### config.mk
export PLATFORM = sky130hd
export DESIGN_NAME = sub_bytes_seq
export DESIGN_NICKNAME = d
export VERILOG_FILES = /design/src/rtl/sub_bytes_seq.sv
export SDC_FILE = /design/constraint.sdc
export NUM_CORES = 2
export LEC_CHECK = 0
export CAP_MARGIN = 10
export CORE_MARGIN = 3
export CORE_UTILIZATION = 35
export DETAILED_ROUTE_END_ITERATION = 8
export PLACE_DENSITY = 0.61
export SLEW_MARGIN = 20
export SYNTH_ARGS = -nofsm -noshare
export SYNTH_HDL_FRONTEND = slang
export SYNTH_SLANG_ARGS = --single-unit
### constraint.sdc
create_clock -name clk -period 61.1 [get_ports clk]
set_input_delay 6.11 -clock clk [delete_from_list [all_inputs] [get_ports clk]]
set_output_delay 6.11 -clock clk [all_outputs]
set_load 0.05 [all_outputs]
### src/rtl/sub_bytes_seq.sv
// Sequential AES SubBytes: accepts a 128-bit state, substitutes LANES bytes per
// clock through the FIPS-197 forward S-box, then offers the result downstream.

module aes_sbox (
    input  logic [7:0] a,
    output logic [7:0] s
);

    function automatic logic [7:0] gf_mul(input logic [7:0] x, input logic [7:0] y);
        logic [7:0] p;
        logic [7:0] t;
        p = '0;
        t = x;
        for (int unsigned i = 0; i < 8; i++) begin
            if (y[i]) p = p ^ t;
            t = {t[6:0], 1'b0} ^ (t[7] ? 8'h1b : 8'h00);
        end
        return p;
    endfunction

    logic [7:0] x2, x3, x6, x12, x15, x30, x60, x120, x240, inv;

    // Multiplicative inverse as a^254 (maps 0 to 0), then the affine transform.
    always_comb begin
        x2   = gf_mul(a, a);
        x3   = gf_mul(x2, a);
        x6   = gf_mul(x3, x3);
        x12  = gf_mul(x6, x6);
        x15  = gf_mul(x12, x3);
        x30  = gf_mul(x15, x15);
        x60  = gf_mul(x30, x30);
        x120 = gf_mul(x60, x60);
        x240 = gf_mul(x120, x120);
        inv  = gf_mul(gf_mul(x240, x12), x2);
        s    = inv ^ {inv[6:0], inv[7]} ^ {inv[5:0], inv[7:6]}
             ^ {inv[4:0], inv[7:5]} ^ {inv[3:0], inv[7:4]} ^ 8'h63;
    end

endmodule

module sub_bytes_seq #(
    parameter int LANES = 4
) (
    input  logic         clk,
    input  logic         rst,
    input  logic         in_valid,
    output logic         in_ready,
    input  logic [127:0] in_state,
    output logic         out_valid,
    input  logic         out_ready,
    output logic [127:0] out_state,
    output logic         busy
);

    localparam int NCH = 16 / LANES;
    localparam int CW  = (NCH > 1) ? $clog2(NCH) : 1;
    localparam int CHB = 8 * LANES;
    localparam logic [CW-1:0] CNT_LAST = CW'(NCH - 1);

    localparam logic [1:0] IDLE = 2'd0;
    localparam logic [1:0] SUB  = 2'd1;
    localparam logic [1:0] DONE = 2'd2;

    generate
        if (!(LANES == 1 || LANES == 2 || LANES == 4 || LANES == 8 || LANES == 16)) begin : g_bad_lanes
            $error("sub_bytes_seq: LANES must be 1, 2, 4, 8 or 16");
        end
    endgenerate

    logic [1:0]     state;
    logic [127:0]   st;
    logic [CW-1:0]  cnt;
    logic [CHB-1:0] chunk_in;
    logic [CHB-1:0] chunk_out;

    always_comb begin
        chunk_in = '0;
        for (int unsigned c = 0; c < NCH; c++) begin
            if (cnt == CW'(c)) chunk_in = st[c*CHB +: CHB];
        end
    end

    generate
        for (genvar l = 0; l < LANES; l++) begin : g_lane
            aes_sbox u_sbox (
                .a(chunk_in[8*l +: 8]),
                .s(chunk_out[8*l +: 8])
            );
        end
    endgenerate

    always_ff @(posedge clk) begin
        if (rst) begin
            state <= IDLE;
            st    <= '0;
            cnt   <= '0;
        end else begin
            case (state)
                IDLE: begin
                    if (in_valid) begin
                        st    <= in_state;
                        cnt   <= '0;
                        state <= SUB;
                    end
                end
                SUB: begin
                    for (int unsigned c = 0; c < NCH; c++) begin
                        if (cnt == CW'(c)) st[c*CHB +: CHB] <= chunk_out;
                    end
                    if (cnt == CNT_LAST) begin
                        cnt   <= '0;
                        state <= DONE;
                    end else begin
                        cnt <= cnt + 1'b1;
                    end
                end
                DONE: begin
                    if (out_ready) state <= IDLE;
                end
                default: state <= IDLE;
            endcase
        end
    end

    assign in_ready  = (state == IDLE);
    assign out_valid = (state == DONE);
    assign busy      = (state == SUB) || (state == DONE);
    assign out_state = st;

endmodule

; Word level (Yosys, flattened, before mapping)
; Cells that the tools add are included.
[totals]
n_memories = 0
rom_bits = 0
ramBits = 0
regBits = 132
input_bits = 132
latchBits = 0
wordCells = 1341
out_inout_bits = 131
[op_classes]
shift = 0
div_mod_pow = 0
n_bitwise = 636
order_cmp = 0
multipliers = 0
n_mux = 677
add_sub_neg = 1
n_eq_ne = 11
reduce_logical = 10
[op_table]
columns = op, n
row1 = $xor 8x8->8, 632
row2 = $mux 8, 352
row3 = $mux 5, 308
row4 = $mux 32, 8
row5 = $pmux 128 s2, 1
row6 = $mux 128, 1
row7 = $not 4->4, 4
row8 = $reduce_and 3->1, 5
row9 = $mux 2, 5
row10 = $ne 2x2->1 const B, 5
row11 = $eq 2x2->1 const B, 3
row12 = $pmux 2 s3, 1
row13 = $eq 2x1->1 const B, 2
row14 = $logic_not 2->1, 2
row15 = $pmux 2 s2, 1
row16 = $add 2x1->2 const B, 1
row17 = $ne 2x1->1 const B, 1
row18 = $reduce_and 2->1, 1
row19 = $reduce_bool 2->1, 1
row20 = $logic_or 1x1->1, 1

; Depth between registers and ports, before layout
[logic_depth]
word_depth = 188
ltp_mapped = 90
mapped_depth_nobuf = 77

; Cells and area by module
; Synthesis repeated with hierarchy kept, for this count alone.
[hier_totals]
cells_unflattened = 6227
hier_area_um2 = 51311.7
[modules_own_cells]
columns = module, n_inst, seq_area_each_um2, area_each_um2, cells_per_inst
row1 = aes_sbox, 4, 0.0, 10839.1, 1346
row2 = sub_bytes_seq, 1, 2642.5, 7955.1, 843

; Worst setup path after synthesis
; No wires, ideal clock.
[synth_path]
kind = reg2reg
startpoint = reg cnt[0]
endpoint = reg st[0] (netlist: out_state[0])
required_ns = 61.021
period_less_slack_ns = 20.532
path_slack_ns = 40.568
arrival_time_ns = 20.453
path_stages_with_launch = 84
cell_sequence = dfxtp_1 > ha_1 > buf_6 > buf_8 > nor3b_1 > a211o_1 > buf_2 > inv_2 > buf_2 > clkbuf_1 > ha_1 > buf_1 > xnor2_4 > xnor2_2 > nand2_1 > xnor2_1 > xnor2_1 > xnor3_1 > [48 not listed] > nand2_1 > xor3_1 > xor2_1 > nor3_1 > o22a_1 > a311oi_2 > xnor2_1 > xnor3_2 > xnor3_1 > xnor2_2 > or2_2 > a21o_1 > xnor3_1 > xnor2_2 > xnor3_1 > xor2_1 > nand2_1 > a211oi_2
[synth_via]
elab_chain_len = 181
word_cells_on_any_way = 336
[synth_lines]
columns = item, line_no
row1 = "start, declared", 72  ; logic [CW-1:0] cnt;
row2 = "start signal, assigned", 114  ; cnt <= cnt + 1'b1;
row3 = $logic_not 2->1, "79, 108"
row4 = $mux 32 (4 in series), 79  ; if (cnt == CW'(c)) chunk_in = st[c*CHB +: CHB];
row5 = "$mux 5, or another cell as far along", 16  ; t = {t[6:0], 1'b0} ^ (t[7] ? 8'h1b : 8'h00);
row6 = "$xor 8x8->8, on equally long branches", "16, 15"
row7 = $xor 8x8->8 / $mux 8 (equally long branches), 15  ; if (y[i]) p = p ^ t;
row8 = $mux 8 / $xor 8x8->8 (equally long branches), 15
row9 = $xor 8x8->8 / $mux 8 (equally long branches), 15
row10 = $mux 8 / $xor 8x8->8 (equally long branches), 15
row11 = [160 not listed], --
row12 = $mux 8, 15
row13 = $xor 8x8->8, 15
row14 = $mux 8, 15
row15 = $xor 8x8->8 (2 in series), 35  ; s = inv ^ {inv[6:0], inv[7]} ^ {inv[5:0], inv[7:6]}
row16 = $xor 8x8->8 (2 in series), 36  ; ^ {inv[4:0], inv[7:5]} ^ {inv[3:0], inv[7:4]} ^ 8'h63;
row17 = $not 4->4 (no line), --
row18 = $mux 32, 108  ; if (cnt == CW'(c)) st[c*CHB +: CHB] <= chunk_out;
row19 = $pmux 128 s2, 98  ; case (state)
row20 = "end signal, assigned", 101  ; st <= in_state;
row21 = "end signal, assigned by index", 108
row22 = "end, declared", 71  ; logic [127:0] st;
; Several ways; a longest one is shown, not always the timed one. The select of a mux whose other input is x is not followed.
; A chain may end at the register's enable or synchronous reset.

; Final worst setup path
[layout_path]
startpoint = reg cnt[0]
endpoint = reg st[84] (netlist: out_state[84])
[layout_via]
elab_chain_len = 180
word_cells_on_any_way = 335
[layout_lines]
columns = item, line_no
row1 = $logic_not 2->1, 79
row2 = $mux 32 (4 in series), 79
row3 = "$mux 5, or another cell as far along", 16
row4 = "$xor 8x8->8, on equally long branches", "16, 15"
row5 = $xor 8x8->8 / $mux 8 (equally long branches), 15
row6 = $mux 8 / $xor 8x8->8 (equally long branches), 15
row7 = $xor 8x8->8 / $mux 8 (equally long branches), 15
row8 = $mux 8 / $xor 8x8->8 (equally long branches), 15
row9 = [159 not listed], --
row10 = $xor 8x8->8, 15
row11 = $mux 8, 15
row12 = $xor 8x8->8, 15
row13 = $mux 8, 15
row14 = $xor 8x8->8 (2 in series), 35
row15 = $xor 8x8->8 (2 in series), 36
row16 = $mux 32, 108
row17 = $pmux 128 s2, 98
; Several ways; a longest one is shown, not always the timed one. The select of a mux whose other input is x is not followed.

==> summary.txt <==
Status
  • Run status: finished, final reports clean

Finish
  • Fill count: 15429
  • Share of layout cells above drive strength 1: 0.0883
  • Final net count: a little over 7000
  • P&R area growth vs syn: 9.36%
  • Util after Layout: 0.386
  • Final Instance Count excl. Fillers: about 9000

Worst setup path
  • Most frequent CP cell: xnor2_1
  • Slowest cell on crit path: a311o_1
  • Critical path capture point type: flip-flop
  • Reg2reg path depth: 70
  • Max FO, Critical Path: 30
  • CP Data Arrival Time: ~25 ns
  • Startpoint type of the worst setup path: flip-flop
  • Crit path required time: approximately 61 ns
  • Setup CP Type: flip-flop to flip-flop
  • Crit-path max cell delay: 0.86 ns
  • RR Startpoint: cnt[0]
  • Worst Setup SP: cnt[0]

STA
  • Fin crit share: 0.410
  • Setup TNS: 0 ns
  • Fin worst setup slack: around 36 ns
  • Final min period: ~25 ns
  • Final setup violating endpoints: 0
  • Setup Skew: 0.0226 ns
  • Final hold violations: 0
  • Final Max Slew Viols: 0
  • Unrepaired setup endpoints after global routing: no
  • Slew margin rel.: 0.209
  • Tightest Pin Transition: 1.19 ns
  • FMAX: around 0.040 GHz

Clock network
  • Resized Gates After CTS: 0
  • Root Buffer: clkbuf_16
  • Cts hold-fix bufs: 0
  • Clk sink count: between 100 and 150
  • Num CTS Buffers: 17
  • CTS tree: done
  • CTS max path bufs: 2
  • H-tree levels: 4
  • CTS clk-pin slew, worst paths: roughly 0.080 ns
  • Worst skew pair latency: 0.50 ns
  • Post-CTS Setup Inserts: 0

Synth
  • Synth async-reset ratio: 0
  • Syn nets: approximately 7100
  • Synth top area cells: xnor2_1 (19%), xnor3_1 (13%), nor2_1 (6.4%)
  • Yosys warns: 0
  • EDFF count, synth: 0
  • Mapped Avg Cell Area: ~7.8 um^2
  • Top cell type's share of synthesized area: 0.187
  • FF+latch count, synth: between 100 and 150
  • Syn Inst Count: roughly 7000
  • Post-synthesis sequential area ratio: 0.0491
  • Mapped cell area: 0.0538 mm^2
  • Netlist cell types: between 100 and 150
  • Cell accounting for the most synthesized area: xnor2_1
  • Ys flop type: dfxtp_1

Worst hold path
  • WHS Path Cells: 2
  • HP Start: out_state[115]
  • Worst min path class: flip-flop to flip-flop

Die
  • Die width: slightly below 400 um
  • Row count: 143
  • Die height: between 300 and 400 um
  • Core area: 0.152 mm^2
  • Top Ports: around 260
  • Die area: around 0.16 mm^2
  • Initial Util: 0.353

Global route
  • All-Layer GR Usage: 0.218
  • Vias in the first global route: ~47000
  • Grt ovf: 0
  • First-pass GRT wire length: around 280000 um
  • Largest net degree at the start of global routing: 73
  • Initial antenna violation count: 6

Detailed routing
  • Routed WL: 181000 um
  • Via Count: a little over 50000
  • Post-DRT Antenna Nets: 0
  • Vias per inst: around 5.7
  • First-iteration detailed-routing DRC count: slightly above 5000
  • WL/cell: slightly above 20 um
  • Drt first pass iters: 6
  • Drt drc: 0

Placed design
  • # port buffers: between 200 and 300
  • Final GP Congestion: roughly 0.93
  • Dpl cells: a little under 9000
  • Setup Slack @ Placement: 36.12 ns
  • DP Wirelength: ~130000 um

Job
  • Max Cap Violations: 0
==> placed cells by master (no fill, tap or decap), types with 72 or more instances in the layout <==
cell type        count
xnor2_2            113
xor2_1             325
a21oi_1            389
a211oi_1           167
nand2_1            642
o21ai_0            216
o22ai_1             72
buf_4              164
mux2i_1            168
nand3_1            155
inv_1               95
dfxtp_1            132
clkdlybuf4s50_1    261
nor3_1             186
xnor3_1            303
nor2_1             921
xnor2_1           1137
==> path summary, 6_finish.rpt <==
kind / end / slack (ns)
max: out_state[84] / 36.03
min: out_state[115] / 0.48
max reg2reg: out_state[84] / 36.03
min reg2reg: out_state[115] / 0.48
==> metal layers <==
metal	vias to the layer above	routed length, um	track usage
li1	24209	-	-
met1	24560	84400	0.317
met2	2088	78000	0.333
met3	175	14900	0.0366
met4	4	4060	0.0523
met5	-	27	0
==> layout make-up <==
type                    instances  area (um^2)  share of cell area
flip-flops and latches        132         2640              0.0449
clock inverters                12          145             0.00247
repair buffers                426         3850              0.0656
well taps                    2030         2540              0.0432
multi-input cells            6174        48700               0.828
clock buffers                  19          453             0.00770
diodes                          1         2.50           0.0000426
inverters                     124          472             0.00802
==> synthesized netlist by cell type, types with 145 or more instances <==
master and n:
a211oi_1 169, a21oi_1 390, buf_2 145, clkbuf_1 247
mux2i_1 168, nand2_1 643, nand3_1 155, nor2_1 921
nor3_1 186, o21ai_0 217, xnor2_1 1147, xnor3_1 303
xor2_1 329
==> critical path, delay by kind of cell, from the launching register on <==
family                     cells  cell delay, ns
AOI/OAI and AO/OA              8            2.25
xor gates and xnor gates      34           14.09
adders and majority gates      7            2.90
buffers and inverters          8            2.29
DFF                            1            0.49
muxes                          1            0.42
and+or+nand+nor               12            2.39
==> state kept, by name (all words and copies together) (netlist names) <==
signal     flops
out_state    128
state          2
cnt            2
==> logic make-up after synthesis <==
kind of cell,synth area share
xor gates and xnor gates,0.445
DFF,0.0491
and+or+nand+nor,0.200
buffers and inverters,0.0504
adders and majority gates,0.00852
muxes,0.0405
AOI/OAI and AO/OA,0.206
==> stage by stage <==
stage / hold WS [ns] / cell area, um^2
global placement: 0.474 / 58200
floorplan: 0.454 / 53800
finish: 0.480 / 58800
global route: 0.503 / 58800
detailed placement: 0.477 / 58200
CTS: 0.486 / 58800
Power is not shown: default switching activity piles up to over one toggle a cycle in this logic, so the estimate is an artifact.
